[src/rtl/fifo_pkg.sv]
// Shared constants and types for the read-side FIFO consumer.
// LANES_W sizes the lane counter; KEEP_FULL is the keep mask of a complete word.
package fifo_pkg;

  localparam int DATASIZE = 8;
  localparam int ADDRSIZE = 4;
  localparam int LANES    = 4;
  localparam int LANES_W  = $clog2(LANES);

  localparam logic [LANES-1:0] KEEP_FULL = {LANES{1'b1}};

  typedef enum logic {
    FILL  = 1'b0,
    FLUSH = 1'b1
  } state_t;

endpackage

[src/rtl/rd_out_reg.sv]
// Single-entry valid/ready output register.
// A load always wins over a handshake, so back-to-back words keep valid high.
module rd_out_reg #(
  parameter int DW = 32,
  parameter int KW = 4
) (
  input  logic          clk,
  input  logic          rst_n,
  input  logic          load_i,
  input  logic [DW-1:0] data_i,
  input  logic [KW-1:0] keep_i,
  input  logic          ready_i,
  output logic          valid_o,
  output logic [DW-1:0] data_o,
  output logic [KW-1:0] keep_o,
  output logic          free_o
);

  logic          valid_q;
  logic [DW-1:0] data_q;
  logic [KW-1:0] keep_q;

  assign free_o  = !valid_q || ready_i;
  assign valid_o = valid_q;
  assign data_o  = data_q;
  assign keep_o  = keep_q;

  always_ff @(posedge clk or negedge rst_n) begin
    if (!rst_n) begin
      valid_q <= 1'b0;
      data_q  <= '0;
      keep_q  <= '0;
    end else if (load_i) begin
      valid_q <= 1'b1;
      data_q  <= data_i;
      keep_q  <= keep_i;
    end else if (ready_i) begin
      valid_q <= 1'b0;
    end
  end

endmodule

[src/rtl/fifo_rd_packer.sv]
// Pops FIFO entries and packs LANES of them into one wide word, first-popped in lane 0.
// A flush request emits the partial word with a lane-keep mask.
module fifo_rd_packer
  import fifo_pkg::*;
#(
  parameter int DATASIZE = fifo_pkg::DATASIZE,
  parameter int LANES    = fifo_pkg::LANES
) (
  input  logic                      rclk,
  input  logic                      rrst_n,
  input  logic                      rempty,
  input  logic [DATASIZE-1:0]       rdata,
  output logic                      rinc,
  input  logic                      flush,
  output logic                      out_valid,
  input  logic                      out_ready,
  output logic [DATASIZE*LANES-1:0] out_data,
  output logic [LANES-1:0]          out_keep
);

  localparam int CW = $clog2(LANES);
  localparam int W  = DATASIZE * LANES;
  localparam int AW = DATASIZE * (LANES - 1);
  localparam logic [CW-1:0] CNT_LAST = CW'(LANES - 1);

  state_t                state_q;
  logic [CW-1:0]         cnt_q;
  logic [AW-1:0]         acc_q;
  logic                  flush_pend_q;

  logic                  out_free;
  logic                  cnt_last;
  logic                  cnt_zero;
  logic                  word_done;
  logic                  flush_req;
  logic                  flush_emit;
  logic                  load;
  logic [W-1:0]          load_data;
  logic [LANES-1:0]      load_keep;
  logic [LANES-1:0]      part_keep;
  logic [W-1:0]          part_data;

  assign cnt_last = (cnt_q == CNT_LAST);
  assign cnt_zero = (cnt_q == '0);

  // Completing a word is only allowed when the output register can take it.
  assign rinc       = rrst_n && (state_q == FILL) && !rempty && !(cnt_last && !out_free);
  assign word_done  = rinc && cnt_last;
  assign flush_req  = flush_pend_q || flush;
  assign flush_emit = (state_q == FLUSH) && !cnt_zero && out_free;

  genvar gi;
  generate
    for (gi = 0; gi < LANES; gi++) begin : g_lane
      assign part_keep[gi] = (CW'(gi) < cnt_q);
      if (gi < LANES - 1) begin : g_acc
        assign part_data[gi*DATASIZE +: DATASIZE] =
          acc_q[gi*DATASIZE +: DATASIZE] & {DATASIZE{part_keep[gi]}};
      end else begin : g_top
        assign part_data[gi*DATASIZE +: DATASIZE] = '0;
      end
    end
  endgenerate

  assign load      = word_done || flush_emit;
  assign load_data = word_done ? {rdata, acc_q} : part_data;
  assign load_keep = word_done ? {LANES{1'b1}} : part_keep;

  always_ff @(posedge rclk or negedge rrst_n) begin
    if (!rrst_n) begin
      state_q      <= FILL;
      cnt_q        <= '0;
      acc_q        <= '0;
      flush_pend_q <= 1'b0;
    end else begin
      case (state_q)
        FILL: begin
          if (rinc) begin
            if (cnt_last) begin
              cnt_q <= '0;
              acc_q <= '0;
            end else begin
              for (int i = 0; i < LANES - 1; i++) begin
                if (cnt_q == CW'(i)) acc_q[i*DATASIZE +: DATASIZE] <= rdata;
              end
              cnt_q <= cnt_q + CW'(1);
            end
          end
          // A word completing on this edge empties the accumulator; the flush stays pending.
          if (flush_req) begin
            flush_pend_q <= 1'b1;
            if (!word_done) state_q <= FLUSH;
          end
        end
        FLUSH: begin
          if (cnt_zero) begin
            flush_pend_q <= 1'b0;
            state_q      <= FILL;
          end else if (out_free) begin
            cnt_q        <= '0;
            acc_q        <= '0;
            flush_pend_q <= 1'b0;
            state_q      <= FILL;
          end
        end
        default: state_q <= FILL;
      endcase
    end
  end

  rd_out_reg #(
    .DW(W),
    .KW(LANES)
  ) u_out_reg (
    .clk     (rclk),
    .rst_n   (rrst_n),
    .load_i  (load),
    .data_i  (load_data),
    .keep_i  (load_keep),
    .ready_i (out_ready),
    .valid_o (out_valid),
    .data_o  (out_data),
    .keep_o  (out_keep),
    .free_o  (out_free)
  );

endmodule

[config.mk]
export PLATFORM = sky130hd
export DESIGN_NAME = fifo_rd_packer
export DESIGN_NICKNAME = d
export VERILOG_FILES = /design/src/rtl/fifo_pkg.sv /design/src/rtl/rd_out_reg.sv /design/src/rtl/fifo_rd_packer.sv
export SDC_FILE = /design/constraint.sdc
export NUM_CORES = 1
export LEC_CHECK = 0
export CORE_MARGIN = 2
export CORE_UTILIZATION = 40
export CTS_CLUSTER_DIAMETER = 150
export DETAILED_ROUTE_END_ITERATION = 6
export PLACE_DENSITY = 0.65
export SYNTH_ARGS = -nofsm -noshare
export SYNTH_HDL_FRONTEND = slang
export SYNTH_HIERARCHICAL = 1
export SYNTH_SLANG_ARGS = --single-unit
export TNS_END_PERCENT = 30
[constraint.sdc]
create_clock -name rclk -period 5.2 [get_ports rclk]
set_input_delay 1.3 -clock rclk [delete_from_list [all_inputs] [get_ports rclk]]
set_output_delay 1.3 -clock rclk [all_outputs]
set_load 0.05 [all_outputs]
==> results by stage, run 1 <==
Run status:
- The flow ran to the end, and the final reports show no timing, DRC or antenna violations.

Cells and area:
- Measured on the finished design, the core utilization comes to 0.5128.
- Summing all multi-input logic gate instances after layout gives 0.001424 mm².
- The number of antenna cells inserted is 0.
- The share of layout cells above drive strength 1 is 0.1949.
- The most common cell after layout, fill and taps aside is dfrtp_1.
- In the layout the commonest cells are 65 x dfrtp_1, 48 x clkdlybuf4s50_1, 37 x nand2_1.
- At the end of the flow, the number of nets in the layout was 327.
- The area of all placed cells without fillers is 0.003963 mm².
- The number of inserted filler cells in the final layout is 686.
- The register area is 0.001627 mm².
- The area growth from synthesis to layout is 24.34%.

Pwr:
- For this design the ratio of total power to cell area is 560.7 mW/mm².
- The relative contribution of sequential cells to total power is 0.347.
- Cell internal power was estimated by the tool at 0.001350 W.
- The worst-case IR drop observed on VDD is 285.5 µV.
- The net switching component of the power is 0.0008721 W.
- The share of total power dissipated in combinational logic is 0.450.
- In this run the static leakage power is 1.826 nW.
- Power comes to 0.002222 W.
- The switching portion of total power is 0.3926.
- The relative contribution of the clock network to total power is 0.202.

Hold path:
- The depth of the worst hold-timing path is 2.
- The worst hold path belongs to the class reg2reg.

Global route:
- For this run the aggregate overflow at the end of global routing stands at 0.
- The first global-routing pass estimated 10.76 mm of wire.
- The number of global-route vias before repair is 2136.
- The initial antenna violation count is 0.
- Entering global routing, the biggest net connects 67 pins.
- For this run, the total global-route usage over all layers was measured as 0.1616.

Worst setup path:
- For this run, the slowest stage of the critical path takes 0.53 ns.
- The type of origin of the critical path is an input pin.
- In this run the worst path has a maximum fanout of 11.
- The critical path arrival is 2.79 ns.
- Counting cells, the worst reg-to-reg path comes to 5.
- The master of the slowest instance on the critical path is or3b_1.
- The launching point of the worst reg2reg path is cnt_q[1].
- The timing startpoint of the critical path is rempty.
- The register-to-register path setup slack is 2.41 ns.
- The critical path required time is 3.90 ns.
- The endpoint identified for the worst register-to-register timing path is u_out_reg/keep_o[0].
- The termination of the worst setup path is rinc.
- The critical path goes through clkdlybuf4s50_1 > or3b_1 > nor2_1 > buf_4 > buf_12.
- The setup path with the least slack is of type in2out.
- The element type at the critical path end is a primary output.

STA:
- The final worst hold slack is 0.5011 ns.
- Setup repair after global routing left no endpoint under its margin.
- The shortest clock period the worst path allows after layout is 4.087 ns.
- The worst max-slew margin expressed relative to the limit is 0.4531.
- After routing, the total negative slack on setup checks comes to 0 ns.
- The worst-margin pin slew is 0.8204 ns.
- Setup violations remaining at the end of the flow were counted as 0.
- The final setup skew is 0.008440 ns.
- The max-slew violation total from the final report was 0.
- Dividing the final minimum period by the clock period gives 0.7859.
- The maximum clock rate is 244.7 MHz.
- The hold violation total from the final report was 0.

Routing:
- In this run, the number of DRC markers left after iteration 0 of detailed routing was 64.
- Using the TritonRoute via totals, the vias-per-cell ratio works out to 5.000.
- The iteration count of the initial detailed-routing pass is 4.
- The routed length per instance is 15.27 µm.
- In the routed design, unresolved DRC markers number 0.
- The routed layout has 2075 vias.
- The detail route stage leaves a number of antenna-violating nets equal to 0.
- The routed design has 6.337 mm of wire.

Logic synthesis:
- In the synthesized netlist the dominant register cell turns out to be dfrtp_1.
- dfrtp_1 takes more of the synthesized area than any other cell.
- The unique cell type count in the Yosys netlist is 28.
- The net count after synthesis is 277.
- The fraction of registers with async set/reset is 1.000.
- The netlist area before placement is 0.003187 mm².
- The synthesized design contains 65 register bits.
- The sequential area share after synthesis is 0.5104.
- The synthesized design contains 0 enable-type register cells.
- The post-synthesis instance total is 259.
- The average cell area after synthesis is 12.30 µm².
- After synthesis, the cell types taking the most area are dfrtp_1 51%, mux2_4 14%, mux2i_1 5.3%.
- The area share of the leading cell type in the synthesized netlist is 0.5104.
- The count of warnings emitted by yosys is 6.

Clocking:
- The maximum clock path buffer count is 2.
- The post-CTS setup buffer count is 0.
- The clock net in this run drives a total of 65 sinks.
- The cell at the root of the clock tree is clkbuf_8.
- The register clock-pin slew on the reported worst setup and hold paths is 0.06 ns.
- For this design, the CTS-stage hold fixing added 0 buffers.
- The clock buffer count from CTS is 9.
- The TritonCTS clock tree is built.
- The clock latency at the later pin of the worst-skew pair is 0.34 ns.
- The clock tree synthesis step divided the H-tree into 3 levels.
- The number of resized instances in the post-cts repair step is 0.

Floorplan:
- The die covers 0.008697 mm².
- The count of standard-cell rows is 32.
- From bottom edge to top edge, the die measures 93.26 µm.
- The die is 93.26 µm wide.
- In this run the standard cell core region covers 0.007727 mm².
- The effective utilization at floorplan is 0.4124.
- For this design the top-level I/O count stands at 51.

Placed design:
- At the end of routability-driven placement, the weighted congestion stood at 0.7671.
- Once placement finished, the instance area stood at 0.003749 mm².
- During placement, the flow inserted port buffers numbering 50.
- Once detailed placement completed, the half-perimeter wirelength came to 4.353 mm.

Flow run:
- The total of max-cap violations is 0.
==> metal layers <==
| layer | part of all wire | routed length, µm | up-vias | GRT usage |
|---|---|---|---|---|
| li1 | - | - | 1001 | - |
| met1 | 0.46 | 2891 | 1023 | 0.2093 |
| met2 | 0.50 | 3160 | 46 | 0.2620 |
| met3 | 0.033 | 212 | 5 | 0.04835 |
| met4 | 0.011 | 72 | 0 | 0.04779 |
| met5 | 0 | 0 | - | 0 |
==> flip-flops by register name, summed over array words and instances, names as in the netlist <==
register	cells
u_out_reg/data_o	32
u_out_reg/valid_o	1
cnt_q	2
state_q	1
flush_pend_q	1
u_out_reg/keep_o	4
acc_q	24
==> layout make-up <==
cell class	instances	share of cell area
flip-flops and latches	65	0.4105
multi-input cells	174	0.3593
repair buffers	55	0.1402
clock buffers	13	0.04515
well taps	102	0.03221
clock inverters	2	0.008841
inverters	4	0.003789
==> cell families (layout without fill, tap and decap cells) <==
group | Yosys count | in the layout | synth area share
flip-flops | 65 | 65 | 0.5104
AO/OA/AOI/OAI | 23 | 23 | 0.04633
multiplexers | 53 | 53 | 0.2148
buffers and inverters | 20 | 74 | 0.04633
adder cells (fa/ha/maj) | 5 | 5 | 0.01963
AND/OR/NAND/NOR | 93 | 93 | 0.1625
==> worst max-delay path, delay by kind of cell <==
family,cells,cell delay [ns]
buf+inv,3,0.78
simple gates,2,0.70
==> per-stage QoR <==
step	instances	setup WS [ns]
6_report	415	1.113
5_1_grt	415	1.017
4_1_cts	415	1.101
3_5_place_dp	400	1.108
3_3_place_gp	400	1.156
2_1_floorplan	259	1.354
==> power groups by stage <==
stage          Clock [W]  Sequential (W)  Combinational, W
6_report        0.000450        0.000772           0.00100
5_1_grt         0.000491        0.000797           0.00108
4_1_cts         0.000468        0.000774           0.00101
3_5_place_dp           0        0.000782           0.00101
3_3_place_gp           0        0.000777          0.000997
2_1_floorplan          0        0.000983          0.000558
==> Yosys cell counts (7+ instances only) <==
master and instances:
dfrtp_1 65, nor4b_1 8, o21ai_0 13, nor2b_1 9, and3_1 8, nand2_1 37, clkbuf_1 8, and2_1 17
mux2i_1 17, a41oi_1 8, mux2_2 7, mux2_4 29
==> worst min-delay path by stage <==
stage                              startpoint                   to  slack, ns
after floorplan                  flush_pend_q         flush_pend_q       0.45
after global placement           flush_pend_q         flush_pend_q       0.47
after detailed placement         flush_pend_q         flush_pend_q       0.48
after CTS                        flush_pend_q         flush_pend_q       0.49
after global routing      u_out_reg/data_o[0]  u_out_reg/data_o[0]       0.52
final                            flush_pend_q         flush_pend_q       0.50
(Power assumes the default switching activity.)
==> run 2: changes to the inputs <==
==> constraint.sdc (replaced) <==
create_clock -name rclk -period 3.9 [get_ports rclk]
set_input_delay 0.975 -clock rclk [delete_from_list [all_inputs] [get_ports rclk]]
set_output_delay 0.975 -clock rclk [all_outputs]
set_load 0.05 [all_outputs]
==> run 2 against run 1 <==
Register-to-register slack worse by 1.2 ns. Worst setup slack worse by 0.63 ns. Via count rose by 2.1%. Clock power is 28% higher. Hold slack got worse by 0.0069 ns. Non-clock buffer count unchanged. Largest cell class unchanged. Final cell count grew 0.24%. Die area did not move. Combinational power increased by 34%. Sequential share of layout area up 0.18 points. First-iteration DRC count grew 39%. Utilization fell by 0.23 points. Highest routed layer unchanged.
==> results by stage, run 2 (synthesis results as in run 1) <==
Flow run:
- The total of max-cap violations is 0 (unchanged).

Clocking:
- The number of hold-repair buffers added at the cts stage was 0 (unchanged).
- The CTS H-tree depth is 3 (unchanged).
- The maximum clock path buffer count is 2 (unchanged).
- The TritonCTS clock tree was built (unchanged).
- The register clock-pin slew on the reported worst setup and hold paths is 0.07 ns (was 0.06 ns).
- The clock sink count is 65 (unchanged).
- The clock latency at the later pin of the worst-skew pair is 0.34 ns (about the same).
- The cell at the root of the clock tree was clkbuf_8 (unchanged).
- The clock buffer count from CTS is 9 (unchanged).
- The number of resized instances in the post-cts repair step is 0 (unchanged).
- The post-CTS setup buffer count is 0 (unchanged).

Floorplan:
- The count of standard-cell rows is 32 (unchanged).
- The area of the core is 0.007727 mm² (unchanged).
- The effective utilization at floorplan is 0.4124 (unchanged).
- The number of primary I/O pins is 51 (unchanged).
- The die area is 0.008697 mm² (unchanged).
- The floorplan die height is 93.26 µm (unchanged).
- The die outline width was 93.26 µm (unchanged).

Global route:
- The initial antenna violation count is 0 (unchanged).
- The total global-route track usage was 0.1636 (was 0.1616).
- The number of global-route vias before repair is 2198 (was 2136).
- The global-route wire length before repair is 10.96 mm (was 10.76 mm).
- The pin count of the biggest net entering global routing is 66 (was 67).
- The aggregate global routing overflow was 0 (unchanged).

STA:
- The shortest clock period the worst path allows after layout is 3.412 ns.
- The worst max-slew margin expressed relative to the limit is 0.4589 (was 0.4531).
- The worst-margin pin slew is 0.8116 ns (was 0.8204 ns).
- The final setup TNS was 0 ns (unchanged).
- RSZ-0062 raised after global routing: false (unchanged).
- The number of endpoints failing setup at the final stage is 0 (unchanged).
- The final critical-path setup slack came to 0.4877 ns (was 1.113 ns).
- The max-slew violation total from the final report is 0 (unchanged).
- The final worst hold slack is 0.4941 ns (was 0.5011 ns).
- The hold violation total from the final report is 0 (unchanged).
- The maximum clock rate is 293.1 MHz.
- The share of the cycle needed by the critical path after routing is 0.8749.
- The final setup skew was 0.007391 ns (was 0.008440 ns).

Routing:
- The DRC marker count from the first detailed-route iteration is 89 (was 64).
- The remaining design rule violation count came to 0 (unchanged).
- The iteration count of the initial detailed-routing pass is 4 (unchanged).
- The detail-routed via count per cell was 5.091 (was 5.000).
- The number of routed nets with antenna violations is 0 (unchanged).
- The routed length per instance came to 15.24 µm (was 15.27 µm).
- The final routed wirelength across all metal layers came to 6.339 mm (was 6.337 mm).
- The number of vias after detailed routing is 2118 (was 2075).

Worst setup path:
- The element type at the critical path end is a primary output (unchanged).
- The type of origin of the critical path is an input pin (unchanged).
- The critical path required time is 2.92 ns (was 3.90 ns).
- The critical path arrival is 2.44 ns (was 2.79 ns).
- The endpoint of the most critical register-to-register path is u_out_reg/keep_o[1] (was u_out_reg/keep_o[0]).
- The worst-path maximum fanout came to 8 (was 11).
- The cell depth of the worst flop-to-flop path is 5 (unchanged).
- The launching point of the worst reg2reg path is cnt_q[1] (unchanged).
- The register-to-register path setup slack is 1.23 ns (was 2.41 ns).
- The critical setup path kind is in2out (unchanged).

Cells and area:
- The share of layout cells above drive strength 1 came to 0.1911 (was 0.1949).
- The utilization after layout is 0.5105 (was 0.5128).
- The number of antenna cells inserted is 0 (unchanged).
- The post-layout net count is 327 (unchanged).
- The register area is 0.001627 mm² (unchanged).
- The flip-flop count of the largest register, all copies and words added is 32 (unchanged).
- Commonest non-fill, non-tap cells in the layout: 65 x dfrtp_1, 48 x clkdlybuf4s50_1, 37 x nand2_1 (unchanged).
- The number of inserted filler cells in the final layout came to 713 (was 686).
- The most common cell after layout, fill and taps aside is dfrtp_1 (unchanged).
- The relative area change from synthesis to final layout is 23.79% (was 24.34%).
- The multi-input combinational cell area is 0.001424 mm² (unchanged).

Placed design:
- The pre-CTS setup slack came to 0.4907 ns (was 1.108 ns).
- The weighted congestion reported at the end of routability-driven placement is 0.7489 (was 0.7671).
- The total half-perimeter wirelength after legalization and detailed placement was 4.377 mm (was 4.353 mm).
- The port buffer count is 50 (unchanged).

Pwr:
- The static leakage power came to 1.811 nW (was 1.826 nW).
- The ratio of total power to cell area is 745.6 mW/mm² (was 560.7 mW/mm²).
- The maximum ir drop on the vdd rail is 377.8 µV (was 285.5 µV).

Hold path:
- The kind of path behind the tightest hold check is reg2reg (unchanged).
- The end of the worst hold path was flush_pend_q (unchanged).
- The startpoint of the worst hold path was flush_pend_q (unchanged).
- The depth of the worst hold-timing path is 2 (unchanged).

Run status:
- Outcome: finished clean (unchanged).
==> run 2: changes by cell type in the layout (fill, tap and decap cells not counted), sizes merged <==
cell      delta
clkbuf       -1
clkinvlp     +1
inv          +1
==> run 2: worst max-delay path by stage <==
stage,startpoint,end,slack (ns),depth (start not counted)
after floorplan,rempty,rinc,0.70,4
after CTS,rempty,rinc,0.48,4
after detailed placement,rempty,rinc,0.49,4
after global routing,rempty,rinc,0.40,4
after global placement,rempty,rinc,0.52,4
final,rempty,rinc,0.49,4
==> run 2: report_power, final <==
part	internal [W]	switching [W]	leakage [nW]
clock	0.000314	0.000261	0.0970
combinational	0.000558	0.000778	0.847
sequential	0.000881	0.000149	0.867
==> run 2: metal layers <==
metal	track usage	part of all wire	routed length (µm)	vias to the layer above
met5	0	0	0	-
met4	0.05147	0.015	93	0
met3	0.03868	0.038	239	10
met2	0.2566	0.49	3086	45
met1	0.2248	0.46	2919	1068
li1	-	-	-	995
==> run 2: cell type report <==
class,count,share of cell area
clock buffers,12,0.03679
clock inverters,4,0.01300
inverters,4,0.003806
multi-input cells,174,0.3609
flip-flops and latches,65,0.4123
well taps,102,0.03235
repair buffers,55,0.1408
==> run 2: critical path, stage by stage <==
cell and delay, ns:
clkdlybuf4s50_1 0.44, or3b_1 0.53, nor2_1 0.31, buf_12 0.18
==> run 2: through the flow <==
stage / area (µm²) / instances / total power (W)
floorplan: 3187 / 259 / 0.002055
global placement: 3749 / 400 / 0.002371
detailed placement: 3749 / 400 / 0.002390
CTS: 3945 / 416 / 0.002975
global route: 3945 / 416 / 0.003133
finish: 3945 / 416 / 0.002941
